`src/rtl/host_img_unpacker.sv`:
```
// host_img_unpacker: pops 32-bit words from a FWFT FIFO, finds 0xFF000000-class frame
// syncs and turns pixel words into a 24-bit ready/valid pixel stream tagged with
// start-of-frame / end-of-line / end-of-frame. Tracks framing errors and completed frames.
// Optional build macro: COLOR_REPLICATE_EN (expand 5/6/5 quad-format words to 8/8/8).
module host_img_unpacker #(
  parameter int unsigned IMG_WIDTH  = 640,
  parameter int unsigned IMG_HEIGHT = 480,
  parameter int unsigned CNT_W      = 10
) (
  input  logic        clk,
  input  logic        reset,
  output logic        fifo_rd_en,
  input  logic        fifo_valid,
  input  logic [31:0] fifo_dout,
  input  logic        pix_ready,
  output logic        pix_valid,
  output logic [23:0] pix_bits,
  output logic        pix_sof,
  output logic        pix_eol,
  output logic        pix_eof,
  output logic        sync_err,
  output logic [15:0] frame_count
);

  localparam logic [CNT_W-1:0] ColMax = CNT_W'(IMG_WIDTH - 1);
  localparam logic [CNT_W-1:0] RowMax = CNT_W'(IMG_HEIGHT - 1);

  typedef enum logic [1:0] {StHunt, StStream, StWaitSync} state_e;

  state_e            state_q, state_d;
  logic [CNT_W-1:0]  col_q, col_d, row_q, row_d;
  logic              pix_valid_q, pix_valid_d;
  logic [23:0]       pix_bits_q, pix_bits_d;
  logic              pix_sof_q, pix_sof_d, pix_eol_q, pix_eol_d, pix_eof_q, pix_eof_d;
  logic              sync_err_q, sync_err_d;
  logic [15:0]       frame_count_q, frame_count_d;

  logic              is_sync, slot_free, pop_pix, pop_sync, pop_stray;
  logic              col_last, row_last;
  logic [23:0]       pix_conv;

  assign is_sync   = (fifo_dout[31:24] == 8'hFF);
  assign slot_free = ~pix_valid_q | pix_ready;
  assign col_last  = (col_q == ColMax);
  assign row_last  = (row_q == RowMax);

`ifdef COLOR_REPLICATE_EN
  // Replicate the top bits into the vacated LSBs so full-scale inputs map to 0xFF.
  assign pix_conv = {fifo_dout[23:19], fifo_dout[23:21],
                     fifo_dout[15:10], fifo_dout[15:14],
                     fifo_dout[7:3],   fifo_dout[7:5]};
  logic unused_fmt_bits;
  assign unused_fmt_bits = ^{fifo_dout[18:16], fifo_dout[9:8], fifo_dout[2:0]};
`else
  assign pix_conv = fifo_dout[23:0];
`endif

  // State register.
  always_ff @(posedge clk) begin
    if (reset) state_q <= StHunt;
    else       state_q <= state_d;
  end

  // Next-state logic.
  always_comb begin
    state_d = state_q;
    case (state_q)
      StHunt:     if (pop_sync) state_d = StStream;
      StStream:   if (pop_pix && col_last && row_last) state_d = StWaitSync;
      StWaitSync: if (pop_sync) state_d = StStream;
      default:    state_d = StHunt;
    endcase
  end

  // FSM outputs: pop strobe and classification of the popped word.
  // Syncs and discarded words drain regardless of the output slot; pixels wait for it.
  always_comb begin
    fifo_rd_en = 1'b0;
    pop_pix    = 1'b0;
    pop_sync   = 1'b0;
    pop_stray  = 1'b0;
    if (fifo_valid && !reset) begin
      if (is_sync) begin
        fifo_rd_en = 1'b1;
        pop_sync   = 1'b1;
      end else begin
        case (state_q)
          StHunt: fifo_rd_en = 1'b1;
          StStream: begin
            if (slot_free) begin
              fifo_rd_en = 1'b1;
              pop_pix    = 1'b1;
            end
          end
          StWaitSync: begin
            fifo_rd_en = 1'b1;
            pop_stray  = 1'b1;
          end
          default: ;
        endcase
      end
    end
  end

  // Datapath next state: counters, output register, error flag, frame counter.
  always_comb begin
    col_d         = col_q;
    row_d         = row_q;
    pix_valid_d   = pix_valid_q;
    pix_bits_d    = pix_bits_q;
    pix_sof_d     = pix_sof_q;
    pix_eol_d     = pix_eol_q;
    pix_eof_d     = pix_eof_q;
    sync_err_d    = sync_err_q;
    frame_count_d = frame_count_q;

    if (pop_sync) begin
      if (state_q == StStream && (col_q != '0 || row_q != '0)) sync_err_d = 1'b1;
      col_d = '0;
      row_d = '0;
    end
    if (pop_stray) sync_err_d = 1'b1;

    if (pop_pix) begin
      pix_valid_d = 1'b1;
      pix_bits_d  = pix_conv;
      pix_sof_d   = (col_q == '0) && (row_q == '0);
      pix_eol_d   = col_last;
      pix_eof_d   = col_last && row_last;
      if (col_last) begin
        col_d = '0;
        row_d = row_last ? '0 : row_q + 1'b1;
      end else begin
        col_d = col_q + 1'b1;
      end
    end else if (pix_ready) begin
      pix_valid_d = 1'b0;
    end

    if (pix_valid_q && pix_ready && pix_eof_q) frame_count_d = frame_count_q + 16'd1;
  end

  // Datapath registers.
  always_ff @(posedge clk) begin
    if (reset) begin
      col_q         <= '0;
      row_q         <= '0;
      pix_valid_q   <= 1'b0;
      pix_bits_q    <= 24'd0;
      pix_sof_q     <= 1'b0;
      pix_eol_q     <= 1'b0;
      pix_eof_q     <= 1'b0;
      sync_err_q    <= 1'b0;
      frame_count_q <= 16'd0;
    end else begin
      col_q         <= col_d;
      row_q         <= row_d;
      pix_valid_q   <= pix_valid_d;
      pix_bits_q    <= pix_bits_d;
      pix_sof_q     <= pix_sof_d;
      pix_eol_q     <= pix_eol_d;
      pix_eof_q     <= pix_eof_d;
      sync_err_q    <= sync_err_d;
      frame_count_q <= frame_count_d;
    end
  end

  assign pix_valid   = pix_valid_q;
  assign pix_bits    = pix_bits_q;
  assign pix_sof     = pix_sof_q;
  assign pix_eol     = pix_eol_q;
  assign pix_eof     = pix_eof_q;
  assign sync_err    = sync_err_q;
  assign frame_count = frame_count_q;

endmodule

```
`config.mk`:
```
export PLATFORM = sky130hd
export DESIGN_NAME = host_img_unpacker
export DESIGN_NICKNAME = d
export VERILOG_FILES = /design/src/rtl/host_img_unpacker.sv
export SDC_FILE = /design/constraint.sdc
export NUM_CORES = 1
export LEC_CHECK = 0
export BUFFER_PORTS_ARGS = -buffer_cell sky130_fd_sc_hd__buf_2
export CORE_ASPECT_RATIO = 0.75
export CORE_MARGIN = 2
export CORE_UTILIZATION = 52
export DETAILED_ROUTE_END_ITERATION = 10
export PLACE_DENSITY = 0.84
export SETUP_SLACK_MARGIN = 0.5
export SYNTH_ARGS = -nofsm -noshare
export SYNTH_HDL_FRONTEND = slang
export SYNTH_SLANG_ARGS = --single-unit
```
`constraint.sdc`:
```
create_clock -name clk -period 2.15 [get_ports clk]
set_input_delay 0.43 -clock clk [delete_from_list [all_inputs] [get_ports clk]]
set_output_delay 0.43 -clock clk [all_outputs]
set_load 0.005 [all_outputs]
```
==> summary.txt <==
Floorplanning
  – Die X: 91.1 um
  – Die H: 69.3 um
  – Row cnt: 23
  – Core Footprint: 5410 um2
  – IO Count: 82
  – Initial Util: 54.7%
  – Die area: 6310 um2

Setup path
  – Worst Path Buf+Inv: 2
  – Arrival @ worst endpoint: 1920 ps
  – Crit start category: input port
  – Worst Setup End Kind: flop
  – CP Data Required Time: 2360 ps
  – CP max stage cell: a21boi_2
  – Crit Path Max Fanout: 29
  – Crit-path max cell delay: 370 ps
  – Cell family with most CP delay: compound AO/OA/AOI/OAI gates
  – Critical path class: in2reg
  – CP cell instances: buf_2, and2b_1, a21boi_2, nand2_1, buf_4, o32ai_1

Detailed routing
  – Wire per inst: 14.6 um
  – DR iter-0 viols: 183
  – Via count: 2986
  – Post-route ant nets: 0
  – Drt via density: 5.46
  – DRC Markers: 0
  – Final wirelength: 7980 um
  – Drt first pass iters: 4

GRT
  – Vias in the first global route: 2788
  – First-pass GRT wire length: 12600 um
  – Largest net degree at the start of global routing: 57
  – All-Layer GR Usage: 24.3%
  – Antenna violations before repair: 0
  – Total grt overflow: 0

Logic synthesis
  – Async S/R FF share, synth: 0%
  – Synthesized instance count: 368
  – Yosys top cell area share: 45.3%
  – Syn nets: 409
  – Main synth FF type: dfxtp_1
  – Warning count from the yosys run: 0
  – Cell Area, Synth: 2960 um2
  – Netlist cell types: 49
  – Post-synth top cells: 79 x nand2_1, 67 x dfxtp_1, 40 x a21oi_1
  – Dominant cells by area after synthesis: dfxtp_1 45%, nand2_1 10%, a21oi_1 6.8%
  – Yosys reg bits: 67
  – Sequential share of the synthesized area: 45.3%
  – Avg Inst Size Synth: 8.04 um2
  – Synth area leader: dfxtp_1
  – Post-synth EDFFs: 0
  – Cell with the most instances after synthesis: nand2_1

Clocking
  – Htree depth: 3
  – Clock Tree Root: clkbuf_8
  – Reg clk slew, reported paths: 70 ps
  – Clk_lat worst skew: 330 ps
  – Clock sinks: 67
  – CTS tree: done
  – CTS Hold Bufs: 0
  – Max Buffers Root-to-Sink: 2
  – CTS buffer count: 9

Flow run
  – Max cap viols: 0

Power and ir drop
  – Clock Power Share: 40.7%
  – Sw Ratio: 22.9%
  – VDD IR-drop max: 0.457 mV
  – Combinational power share: 3.5%
  – Internal cell power: 1.70 mW
  – PwrDens: 556 nW/um2
  – Leak: 1.64 nW
  – Sequential share of power: 55.8%
  – Sw Pwr: 507 uW

Layout
  – Nets: 509
  – Layout cell share with drive strength beyond 1: 34.5%
  – Inserted Diodes: 0
  – P&R area growth vs syn: 34.4%
  – Register Area: 1370 um2
  – Area of the multi-input gates: 1680 um2
  – Fill count: 446

STA
  – Fin Clk Skew: 4.99 ps
  – Period utilization: 79.5%
  – Final hold slack: 328 ps
  – Final hold violations: 0
  – Worst slew pin tran: 583 ps
  – Setup TNS: 0 ps
  – Achievable frequency: 585 MHz
  – # setup viols final: 0
  – RSZ-0062 raised after global routing: yes
  – Max_slew headroom: 61.1%
  – Period minus WS final: 1710 ps
  – Slew Limit Fails: 0

Placed design
  – DP Wirelength: 5020 um
  – Port buffer count: 81
  – GP Congestion: 0.887

Status
  – Status: finished clean

Min path
  – Worst hold path class: in2reg
-- worst register-to-register path: stages, from the launching register on --
cell	delay, ps
dfxtp_2	330
nor2b_4	130
buf_4	130
nor2_2	240
nand2_1	120
buf_4	260
o32ai_1	370
-- cells in the final DEF (no fill, tap or decap), types with 4 or more instances in the layout --
cell type,count
buf_2,81
nand2_1,79
dfxtp_1,56
a21oi_1,36
nor2_1,28
nand3_1,18
buf_4,18
inv_1,10
xor2_1,10
clkbuf_8,10
nand4_1,9
xnor2_1,8
dfxtp_4,6
buf_6,6
nor3_1,5
and3_1,5
dfxtp_2,5
a21o_1,4
o21ai_1,4
-- metrics by stage --
stage	instances	total power, mW	instance area (um2)	util (%)	setup slack, ps
final	547	2.21	3980	73.5	440
after global routing	547	2.30	3980	73.5	404
after CTS	537	2.23	3760	69.5	489
after detailed placement	513	1.34	3440	63.6	196
after global placement	513	1.34	3440	63.6	246
after floorplan	368	1.30	2970	-	489
-- power by group through the flow --
stage	clock network, mW	registers [mW]	logic [mW]
6_report	0.900	1.23	0.0774
5_1_grt	0.978	1.23	0.0854
4_1_cts	0.917	1.24	0.0733
3_5_place_dp	0	1.27	0.0708
3_3_place_gp	0	1.27	0.0702
2_1_floorplan	0	1.27	0.0279
-- layer usage --
metal / vias up / routed length [um] / GRT usage [%]
met5: - / 0 / 0
met4: 0 / 86 / 7.07
met3: 13 / 549 / 6.30
met2: 114 / 3870 / 42.1
met1: 1395 / 3470 / 30.0
li1: 1464 / - / -
-- timing repair --
item | CTS | global route
endpoints found under the hold margin | 0 | 0
setup endpoints to repair | 17 | 57
pin swaps | 3 | 6
gates resized for setup | 23 | 34
setup buffers | 9 | 10
-- path summary, 6_finish.rpt --
check,to,start,slack (ps),cells past startpoint
worst min register to register,pix_bits[17],pix_bits[17],450,2
worst max-delay path,col_q[8],reset,440,6
worst min-delay path,pix_bits[2],fifo_dout[2],330,3
worst max register to register,col_q[8],pix_valid,450,6
-- logic make-up after synthesis --
| group | share of synthesized area, % |
|---|---|
| compound gates | 14.1 |
| buf+inv | 3.55 |
| simple gates | 29.2 |
| mux | 0.338 |
| xor+xnor | 5.33 |
| fa+ha+maj | 2.12 |
| flops | 45.3 |
-- cell type report --
| cell class | count | share of cell area [%] |
|---|---|---|
| Sequential cell | 67 | 34.5 |
| Timing Repair Buffer | 106 | 15.8 |
| Tap cell | 75 | 2.36 |
| Clock buffer | 10 | 3.46 |
| Clock inverter | 5 | 0.755 |
| Multi-Input combinational cell | 274 | 42.2 |
| Inverter | 10 | 0.944 |
-- flip-flops by register name, summed over array words and instances (netlist names) --
name         count
pix_bits        24
frame_count     16
col_q           10
row_q           10
state_q          2
pix_eof          1
pix_eol          1
pix_sof          1
pix_valid        1
sync_err         1
No activity file was read; power rests on OpenSTA's default activity.
